<file path="config.mk">
export PLATFORM = sky130hd
export DESIGN_NAME = alien_fleet
export DESIGN_NICKNAME = d
export VERILOG_FILES = /design/src/rtl/space_invaders_pkg.sv /design/src/rtl/alien_grid_locator.sv /design/src/rtl/alien_fleet.sv
export SDC_FILE = /design/constraint.sdc
export NUM_CORES = 1
export LEC_CHECK = 0
export CAP_MARGIN = 20
export CORE_ASPECT_RATIO = 1.25
export CORE_MARGIN = 5
export CORE_UTILIZATION = 35
export DETAILED_ROUTE_END_ITERATION = 8
export MAX_ROUTING_LAYER = met4
export PLACE_DENSITY_LB_ADDON = 0.08
export SYNTH_ARGS = -nofsm -noshare
export SYNTH_HDL_FRONTEND = slang
export SYNTH_SLANG_ARGS = --single-unit
</file>
<file path="constraint.sdc">
create_clock -name clk -period 6.52 [get_ports clk]
set_input_delay 1.304 -clock clk [delete_from_list [all_inputs] [get_ports clk]]
set_output_delay 1.304 -clock clk [all_outputs]
set_load 0.02 [all_outputs]
</file>
<file path="src/rtl/space_invaders_pkg.sv">
// Shared Space Invaders definitions: screen geometry, colour codes and the
// alien fleet state/direction encodings.
package space_invaders_pkg;

  localparam int SCREEN_WIDTH  = 640;
  localparam int SCREEN_HEIGHT = 480;
  localparam int SHIP_WIDTH    = 32;
  localparam int SHIP_HEIGHT   = 16;
  localparam int V_OFFSET      = 24;

  localparam logic [2:0] BACKGROUND = 3'd0;
  localparam logic [2:0] ALIEN      = 3'd3;
  localparam logic [2:0] LASER      = 3'd6;

  typedef enum logic [1:0] {MARCH, DROP, HALT} fleet_state_t;
  typedef enum logic {DIR_RIGHT, DIR_LEFT} fleet_dir_t;

endpackage

</file>
<file path="src/rtl/alien_grid_locator.sv">
// Maps a screen point onto the alien grid: cell row/col and whether the point
// falls on the alien sprite (not the gap) of an in-range cell.
module alien_grid_locator #(
  parameter int ROWS    = 4,
  parameter int COLS    = 8,
  parameter int ALIEN_W = 24,
  parameter int ALIEN_H = 16,
  parameter int PITCH_X = 32,
  parameter int PITCH_Y = 32,
  localparam int RW = (ROWS > 1) ? $clog2(ROWS) : 1,
  localparam int CW = (COLS > 1) ? $clog2(COLS) : 1
) (
  input  logic [9:0]    i_x,
  input  logic [9:0]    i_y,
  input  logic [9:0]    i_org_x,
  input  logic [9:0]    i_org_y,
  output logic [RW-1:0] o_row,
  output logic [CW-1:0] o_col,
  output logic          o_inside
);
  localparam int PX_SH = $clog2(PITCH_X);
  localparam int PY_SH = $clog2(PITCH_Y);

  logic [9:0] w_rel_x, w_rel_y, w_col_full, w_row_full, w_off_x, w_off_y;

  assign w_rel_x    = i_x - i_org_x;
  assign w_rel_y    = i_y - i_org_y;
  assign w_col_full = w_rel_x >> PX_SH;
  assign w_row_full = w_rel_y >> PY_SH;
  assign w_off_x    = w_rel_x & 10'(PITCH_X - 1);
  assign w_off_y    = w_rel_y & 10'(PITCH_Y - 1);

  // Point left of / above the origin wraps in the subtract, so reject it first.
  assign o_inside = (i_x >= i_org_x) && (i_y >= i_org_y) &&
                    (w_col_full < 10'(COLS)) && (w_row_full < 10'(ROWS)) &&
                    (w_off_x < 10'(ALIEN_W)) && (w_off_y < 10'(ALIEN_H));

  assign o_row = w_row_full[RW-1:0];
  assign o_col = w_col_full[CW-1:0];

endmodule

</file>
<file path="src/rtl/alien_fleet.sv">
// Alien fleet controller: alive mask, march/drop movement, laser hit
// detection, alien pixel colour and cleared/landed end conditions.
module alien_fleet
  import space_invaders_pkg::*;
#(
  parameter int ROWS     = 4,
  parameter int COLS     = 8,
  parameter int ALIEN_W  = 24,
  parameter int ALIEN_H  = 16,
  parameter int PITCH_X  = 32,
  parameter int PITCH_Y  = 32,
  parameter int START_X  = 64,
  parameter int START_Y  = 40,
  parameter int STEP_X   = 2,
  parameter int STEP_Y   = 16,
  parameter int MOVE_DIV = 4,
  parameter int LAND_Y   = SCREEN_HEIGHT - V_OFFSET - SHIP_HEIGHT,
  localparam int CNT_W   = $clog2(ROWS*COLS + 1)
) (
  input  logic             clk,
  input  logic             reset,
  input  logic             enable,
  input  logic [9:0]       xLaser,
  input  logic [9:0]       yLaser,
  input  logic [9:0]       hPos,
  input  logic [9:0]       vPos,
  output logic             killingAlien,
  output logic [2:0]       colorAlien,
  output logic [CNT_W-1:0] aliveCount,
  output logic [9:0]       fleetX,
  output logic [9:0]       fleetY,
  output logic             fleetCleared,
  output logic             fleetLanded
);
  localparam int N     = ROWS * COLS;
  localparam int IW    = (N > 1) ? $clog2(N) : 1;
  localparam int RW    = (ROWS > 1) ? $clog2(ROWS) : 1;
  localparam int CW    = (COLS > 1) ? $clog2(COLS) : 1;
  localparam int MW    = (MOVE_DIV > 1) ? $clog2(MOVE_DIV) : 1;
  localparam int PX_SH = $clog2(PITCH_X);
  localparam int PY_SH = $clog2(PITCH_Y);
  localparam int EW    = 12;

  fleet_state_t     r_state, w_state_nx;
  fleet_dir_t       r_dir, w_dir_nx;
  logic [N-1:0]     r_mask;
  logic [CNT_W-1:0] r_alive_cnt;
  logic [9:0]       r_fx, r_fy, w_fx_nx, w_fy_nx;
  logic [MW-1:0]    r_move_cnt;
  logic             r_kill, r_cleared, r_landed;
  logic [2:0]       r_color;

  logic [RW-1:0]    w_l_row, w_p_row, w_rmax;
  logic [CW-1:0]    w_l_col, w_p_col, w_cmin, w_cmax;
  logic             w_l_in, w_p_in;
  logic [IW-1:0]    w_l_idx, w_p_idx;
  logic [COLS-1:0]  w_col_live;
  logic [ROWS-1:0]  w_row_live;
  logic             w_tick, w_parked, w_hit, w_right_edge, w_left_edge, w_land, w_halt;

  alien_grid_locator #(
    .ROWS(ROWS), .COLS(COLS), .ALIEN_W(ALIEN_W), .ALIEN_H(ALIEN_H),
    .PITCH_X(PITCH_X), .PITCH_Y(PITCH_Y)
  ) u_loc_laser (
    .i_x(xLaser), .i_y(yLaser), .i_org_x(r_fx), .i_org_y(r_fy),
    .o_row(w_l_row), .o_col(w_l_col), .o_inside(w_l_in)
  );

  alien_grid_locator #(
    .ROWS(ROWS), .COLS(COLS), .ALIEN_W(ALIEN_W), .ALIEN_H(ALIEN_H),
    .PITCH_X(PITCH_X), .PITCH_Y(PITCH_Y)
  ) u_loc_pixel (
    .i_x(hPos), .i_y(vPos), .i_org_x(r_fx), .i_org_y(r_fy),
    .o_row(w_p_row), .o_col(w_p_col), .o_inside(w_p_in)
  );

  assign w_l_idx  = IW'(w_l_row) * IW'(COLS) + IW'(w_l_col);
  assign w_p_idx  = IW'(w_p_row) * IW'(COLS) + IW'(w_p_col);
  assign w_parked = (xLaser == 10'(SCREEN_WIDTH - 1)) && (yLaser == 10'(SCREEN_HEIGHT - 1));
  assign w_hit    = (r_state != HALT) && !r_kill && !w_parked && w_l_in && r_mask[w_l_idx];

  always_comb begin
    w_col_live = '0;
    w_row_live = '0;
    for (int r = 0; r < ROWS; r++)
      for (int c = 0; c < COLS; c++)
        if (r_mask[r*COLS + c]) begin
          w_col_live[c] = 1'b1;
          w_row_live[r] = 1'b1;
        end
  end

  // Priority encoders; values are don't-care when the mask is empty.
  always_comb begin
    w_cmin = '0;
    w_cmax = '0;
    w_rmax = '0;
    for (int c = COLS - 1; c >= 0; c--) if (w_col_live[c]) w_cmin = CW'(c);
    for (int c = 0; c < COLS; c++)      if (w_col_live[c]) w_cmax = CW'(c);
    for (int r = 0; r < ROWS; r++)      if (w_row_live[r]) w_rmax = RW'(r);
  end

  assign w_right_edge = (EW'(r_fx) + (EW'(w_cmax) << PX_SH) + EW'(ALIEN_W - 1 + STEP_X))
                        > EW'(SCREEN_WIDTH - 1);
  assign w_left_edge  = (EW'(r_fx) + (EW'(w_cmin) << PX_SH)) < EW'(STEP_X);
  assign w_land       = (|r_mask) &&
                        ((EW'(r_fy) + (EW'(w_rmax) << PY_SH) + EW'(ALIEN_H - 1)) >= EW'(LAND_Y));
  assign w_halt       = (r_alive_cnt == '0) || w_land;
  assign w_tick       = enable && (r_move_cnt == MW'(MOVE_DIV - 1));

  always_comb begin
    w_state_nx = r_state;
    w_dir_nx   = r_dir;
    w_fx_nx    = r_fx;
    w_fy_nx    = r_fy;
    if (w_halt) begin
      w_state_nx = HALT;
    end else begin
      case (r_state)
        MARCH: if (w_tick) begin
          if (r_dir == DIR_RIGHT) begin
            if (w_right_edge) w_state_nx = DROP;
            else              w_fx_nx = r_fx + 10'(STEP_X);
          end else begin
            if (w_left_edge)  w_state_nx = DROP;
            else              w_fx_nx = r_fx - 10'(STEP_X);
          end
        end
        DROP: if (w_tick) begin
          w_fy_nx    = r_fy + 10'(STEP_Y);
          w_dir_nx   = (r_dir == DIR_RIGHT) ? DIR_LEFT : DIR_RIGHT;
          w_state_nx = MARCH;
        end
        default: ;
      endcase
    end
  end

  always_ff @(posedge clk) begin
    if (reset) begin
      r_state <= MARCH;
      r_dir   <= DIR_RIGHT;
      r_fx    <= 10'(START_X);
      r_fy    <= 10'(START_Y);
    end else begin
      r_state <= w_state_nx;
      r_dir   <= w_dir_nx;
      r_fx    <= w_fx_nx;
      r_fy    <= w_fy_nx;
    end
  end

  always_ff @(posedge clk) begin
    if (reset) begin
      r_mask      <= '1;
      r_alive_cnt <= CNT_W'(N);
      r_move_cnt  <= '0;
      r_kill      <= 1'b0;
      r_color     <= BACKGROUND;
      r_cleared   <= 1'b0;
      r_landed    <= 1'b0;
    end else begin
      // Hold the hit until the laser has seen it on an enable cycle.
      if (w_hit) begin
        r_mask[w_l_idx] <= 1'b0;
        r_alive_cnt     <= r_alive_cnt - CNT_W'(1);
        r_kill          <= 1'b1;
      end else if (r_kill && enable) begin
        r_kill <= 1'b0;
      end
      if (enable && r_state != HALT)
        r_move_cnt <= w_tick ? '0 : r_move_cnt + MW'(1);
      r_color   <= (w_p_in && r_mask[w_p_idx]) ? ALIEN : BACKGROUND;
      r_cleared <= r_cleared | (r_alive_cnt == '0);
      r_landed  <= r_landed | w_land;
    end
  end

  assign killingAlien = r_kill;
  assign colorAlien   = r_color;
  assign aliveCount   = r_alive_cnt;
  assign fleetX       = r_fx;
  assign fleetY       = r_fy;
  assign fleetCleared = r_cleared;
  assign fleetLanded  = r_landed;

endmodule

</file>
==> metrics.yaml, run 1 <==
status: "complete, no violations"
io_buffers: 64
insertion_delay_ps: 340
hold_ws_ps: 472
max_freq_mhz: 196
hold_viol: 0
drt_iter0_drc: 337
worstSetupPathType: "input pin to register"
ctsResizeCount: 0
die_h_um: 146
nets: 786
cap_viol_max_count: 0
antenna_cells: 0
critPathCaptureType: "register"
grt-ovfl-total: 0
start_util_pct: 35.7
worstMarginPinSlew_ps: 915
place_congestion: 0.946
slew_headroom_pct: 38.8
antenna_found_initial: 0
clk_root_buffer_cell: "clkbuf_16"
track_usage_pct: 20.7
slew_viol_final: 0
routed_via_density: 5.71
final.setup.tns_ps: 0
yosysWarnings: 0
nFillCells: 1479
post-dp-hpwl_um: 13600
routed_wl_um: 17200
rsz0062_at_grt: "false"
wl_per_cell_um: 19.7
first_global_vias: 5024
first_pass_iters: 5
grt_max_degree: 60
finalCritPeriodShare_pct: 78.3
ys_ff_latch: 62
ys.flop_type: "dfxtp_1"
cts.clk_slew.worst_paths_ps: 60
route.detailed.drc: 0
io_pins: 75
dr_total_vias: 4981
grt_pass1_wl_um: 27400
post_cts_buffers: 0
finClkSkew_ps: 3.87
yosysSeqAreaShare_pct: 24.0
area.growth.synth_to_final_pct: 21.6
worstPathArrival_ps: 5290
netlist_area_sq_mm: 0.00517
numCtsBuffers: 9
start_kind: "input pin"
cts_tree: "built"
synthArstFlopShare_pct: 0
powerDensity_mw_per_mm2: 179
hold_class: "register to register"
p_leak_nw: 2.40
setup_viol: 0
core_sq_mm: 0.0145
ys_types: 74
finalCriticalPeriod_ps: 5100
cts_sinks: 62
cts_buffer_depth: 2
synthesis.instances: 630
avgSynthCellArea_sq_um: 8.21
die_w_um: 119
crit_path_max_fanout: 14
postCtsHoldBufs: 0
drive_above_1_share_pct: 5.91
synth-edff-count: 0
postRouteAntennaNets: 0
die_area_sq_mm: 0.0173
vdd_drop_max_mv: 0.120
rows: 49
critical_path_required_ps: 6710
cts_htree_levels: 3
-- report_power, final --
| part | total, W | leakage [nW] | switching, W | internal, W |
|---|---|---|---|---|
| Combinational | 0.000197 | 1.74 | 0.000117 | 0.0000801 |
| Sequential | 0.000383 | 0.501 | 0.00000193 | 0.000381 |
| Clock | 0.000544 | 0.159 | 0.000187 | 0.000357 |
-- final timing paths --
kind / slack [ps] / to / cells after the start / startpoint
worst max-delay path: 1420 / r_mask[28]$_SDFFE_PP1P_ / 11 / xLaser[2]
worst min-delay path: 470 / fleetLanded$_SDFF_PP0_ / 2 / fleetLanded$_SDFF_PP0_
worst max register to register: 2310 / r_mask[28]$_SDFFE_PP1P_ / 11 / fleetX[2]$_SDFFE_PP0P_
worst min register to register: 470 / fleetLanded$_SDFF_PP0_ / 2 / fleetLanded$_SDFF_PP0_
-- routing by layer --
layer	wire [um]	part of all wire, %	track usage, %
met2	8700	51	35.7
met3	768	4.5	3.54
met5	0	0	-
met1	7060	41	23.1
met4	692	4.0	9.45
-- per-stage QoR --
stage / setup slack [ps] / area (sq um) / std cells / power [W] / utilization (%)
after floorplan: 2210 / 5180 / 634 / 0.000522 / -
after global placement: 1160 / 5960 / 856 / 0.000587 / 41.2
after detailed placement: 1140 / 5960 / 856 / 0.000588 / 41.2
after CTS: 1480 / 6290 / 872 / 0.00114 / 43.5
after global routing: 1170 / 6290 / 872 / 0.00117 / 43.5
final: 1420 / 6290 / 872 / 0.00112 / 43.5
-- cell type report --
cell class | instances | area, sq um | area share (%)
clock buffer | 12 | 256 | 4.08
clock inverter | 4 | 76.3 | 1.21
inverter | 40 | 150 | 2.39
multi-input combinational | 508 | 3680 | 58.5
sequential | 62 | 1240 | 19.7
tap | 178 | 223 | 3.54
timing repair buffer | 68 | 666 | 10.6
-- cells in the mapped netlist (7+ instances only) --
library cell | number | share of area [%]
a2111oi_0 | 9 | 1.5
a21oi_1 | 39 | 3.8
nor2b_1 | 8 | 0.97
nand2_1 | 47 | 3.4
mux4_2 | 7 | 3.0
ha_1 | 50 | 12
nor2_1 | 63 | 4.6
a21o_1 | 29 | 4.2
buf_4 | 7 | 1.0
a211oi_1 | 8 | 1.2
nand3_1 | 15 | 1.5
inv_1 | 40 | 2.9
dfxtp_1 | 62 | 24
mux2i_1 | 14 | 2.7
o21ai_0 | 25 | 2.4
clkbuf_1 | 10 | 0.73
nor3_1 | 15 | 1.5
and3_1 | 7 | 0.85
nor4_1 | 22 | 2.7
xnor2_1 | 18 | 3.0
xor2_1 | 8 | 1.4
or4_1 | 8 | 1.2
-- flip-flops by register name (all words and copies together) (netlist names) --
name and cells:
r_mask 32, fleetX 9, aliveCount 6, fleetY 6
r_move_cnt 2, r_state 2, colorAlien 1, fleetCleared 1
fleetLanded 1, killingAlien 1, r_dir 1
-- logic make-up (layout without fill, tap and decap cells) --
logic type / count (synthesis) / count (layout) / synth area share [%]
muxes: 26 / 26 / 6.85
AOI/OAI and AO/OA: 169 / 169 / 23.0
DFF: 62 / 62 / 24.0
buffers and inverters: 64 / 124 / 5.28
and+or+nand+nor: 227 / 227 / 22.7
other: 2 / 6 / 0.145
xor gates and xnor gates: 26 / 26 / 4.40
adders and majority gates: 54 / 54 / 13.6
-- critical path: stages --
cell             delay, ps
clkdlybuf4s50_1        430
ha_1                   310
nor2b_4                140
o31ai_2                670
a21oi_1                250
nand2_1                480
a311o_1                280
o221ai_1               200
or3_1                  440
nor4b_1                620
a21oi_1                160
-- placed cells by master, fill, tap and decap left out, drive strengths merged, types with 8 or more instances in the layout --
cell type / instances
o21ai: 31
nor2b: 9
clkbuf: 12
mux2i: 14
nand3: 15
a211oi: 9
or4: 8
dfxtp: 62
nand2: 47
clkdlybuf4s50: 63
nor4: 23
a21o: 29
ha: 50
inv: 41
a21oi: 39
xnor2: 18
nor2: 63
nor3: 15
a2111oi: 11
xor2: 8
Power figures use the tool's default switching activity.
==> run 2: changes to the inputs <==
==> constraint.sdc (replaced) <==
create_clock -name clk -period 4.7 [get_ports clk]
set_input_delay 0.94 -clock clk [delete_from_list [all_inputs] [get_ports clk]]
set_output_delay 0.94 -clock clk [all_outputs]
set_load 0.02 [all_outputs]
==> metrics.yaml, run 2 (synthesis results as in run 1) <==
status: "complete, no violations"
ctsResizeCount: 0  # unchanged
cts_buffer_depth: 2  # unchanged
hold_ws_ps: 470  # -2.77 ps
wl_per_cell_um: 19.5  # -1.2%
largest_reg_flops: 32  # unchanged
hold_class: "register to register"
cts.clk_slew.worst_paths_ps: 60  # about the same
worstSetupPathType: "register to register"
setup_viol: 0  # unchanged
drt_iter0_drc: 252  # -25%
cts_sinks: 62  # unchanged
slew_headroom_pct: 43.0  # +4.2 points
vdd_drop_max_mv: 0.271  # +130%
finalCriticalPeriod_ps: 4280
placed_cells: 882  # +3.0%
first_pass_iters: 4  # -1
grt_pass1_wl_um: 27900  # +1.7%
finClkSkew_ps: 10.9  # +7.03 ps
finalNonFillerCells: 899  # +3.1%
postRouteAntennaNets: 0  # unchanged
crit_path_max_fanout: 15  # +1
die_area_sq_mm: 0.0173  # unchanged
final.setup.tns_ps: 0  # unchanged
start_kind: "register"
final_util_pct: 44.8  # +1.4 points
p_leak_nw: 2.54  # +5.5%
die_w_um: 119  # unchanged
io_pins: 75  # unchanged
slew_viol_final: 0  # unchanged
antenna_found_initial: 0  # unchanged
worstMarginPinSlew_ps: 854  # -61.2 ps
post-dp-hpwl_um: 14100  # +3.9%
nFillCells: 1451  # -1.9%
dr_total_vias: 5066  # +1.7%
numCtsBuffers: 9  # unchanged
finalCritPeriodShare_pct: 91.1
total_power_w: 0.00158  # +40%
io_buffers: 64  # unchanged
rows: 49  # unchanged
area.growth.synth_to_final_pct: 25.5
postCtsHoldBufs: 0  # unchanged
antenna_cells: 0  # unchanged
rsz0062_at_grt: "false"
first_global_vias: 5143  # +2.4%
cts_tree: "built"
largest-register: "r_mask"
max_freq_mhz: 234
critical_path_required_ps: 4980  # -1730 ps
clk_root_buffer_cell: "clkbuf_16"
die_h_um: 146  # unchanged
core_sq_mm: 0.0145  # unchanged
grt_max_degree: 31  # -48%
post_cts_buffers: 0  # unchanged
insertion_delay_ps: 350  # about the same
nets: 813  # +3.4%
place_congestion: 0.937  # -0.95%
routed_via_density: 5.64  # -1.3%
layout_common_cells: "nor2_1 (63), clkdlybuf4s50_1 (63), dfxtp_1 (62)"
worstPathArrival_ps: 4560  # -730 ps
critPathCaptureType: "register"
cts_htree_levels: 3  # unchanged
start_util_pct: 35.7  # unchanged
track_usage_pct: 21.0  # +0.39 points
grt-ovfl-total: 0  # unchanged
hold_viol: 0  # unchanged
routed_wl_um: 17500  # +1.8%
route.detailed.drc: 0  # unchanged
cap_viol_max_count: 0  # unchanged
drive_above_1_share_pct: 9.57  # +3.7 points
powerDensity_mw_per_mm2: 243  # +36%
==> run 2: where the power goes <==
group          switching, W  internal, W  leakage (nW)  total, W
Sequential       0.00000253     0.000528         0.501  0.000531
Clock              0.000279     0.000472         0.158  0.000751
Combinational      0.000169     0.000128          1.88  0.000297
Total              0.000451      0.00113          2.54   0.00158
==> run 2: final timing paths <==
kind / from / to / cells after the start / slack (ps)
min: fleetLanded$_SDFF_PP0_ / fleetLanded$_SDFF_PP0_ / 2 / 470
max: r_mask[14]$_SDFFE_PP1P_ / fleetX[7]$_SDFFE_PP0P_ / 16 / 420
max reg2reg: r_mask[14]$_SDFFE_PP1P_ / fleetX[7]$_SDFFE_PP0P_ / 16 / 420
min reg2reg: fleetLanded$_SDFF_PP0_ / fleetLanded$_SDFF_PP0_ / 2 / 470
==> run 2: metrics by stage <==
step | setup WS (ps) | area, sq um
floorplan | 584 | 5180
finish | 419 | 6490
detailed placement | 103 | 6150
global placement | 123 | 6150
global route | 145 | 6490
CTS | 440 | 6480
==> run 2: area by class of cell <==
cell class	count	area, sq um	area share [%]
Multi-Input combinational cell	508	3680	56.7
Sequential cell	62	1240	19.1
Timing Repair Buffer	95	868	13.4
Clock buffer	9	225	3.47
Tap cell	178	223	3.43
Inverter	40	150	2.31
Clock inverter	7	105	1.62
==> run 2: critical path, cell delays in order, from the launching register on <==
cell and delay (ps):
dfxtp_1 370, or4_1 630, nor2_1 130, nor2_1 50
o21ai_0 150, nand2_1 80, a21boi_0 300, ha_1 230
inv_1 60, fa_1 420, nor4bb_1 140, a41o_1 290
or3_1 330, a2111oi_2 360, buf_4 270, mux2_2 350
nor2_1 70
==> run 2: metal layers <==
metal / GRT usage [%] / share of wire [%] / vias to the layer above
met1: 24.1 / 43 / 2413
li1: - / - / 2522
met5: - / 0 / -
met4: 6.72 / 2.3 / 0
met2: 37.1 / 52 / 101
met3: 3.65 / 3.4 / 30
==> run 3: changes to the inputs <==
--- a/config.mk
+++ b/config.mk
@@ -9,6 +9,7 @@
 export CORE_ASPECT_RATIO = 1.25
 export CORE_MARGIN = 5
 export CORE_UTILIZATION = 35
+export CTS_CLUSTER_DIAMETER = 200
 export DETAILED_ROUTE_END_ITERATION = 8
 export MAX_ROUTING_LAYER = met4
 export PLACE_DENSITY_LB_ADDON = 0.08
==> results of run 3 <==
The final DEF is identical to that of run 2; final timing and power are the same.
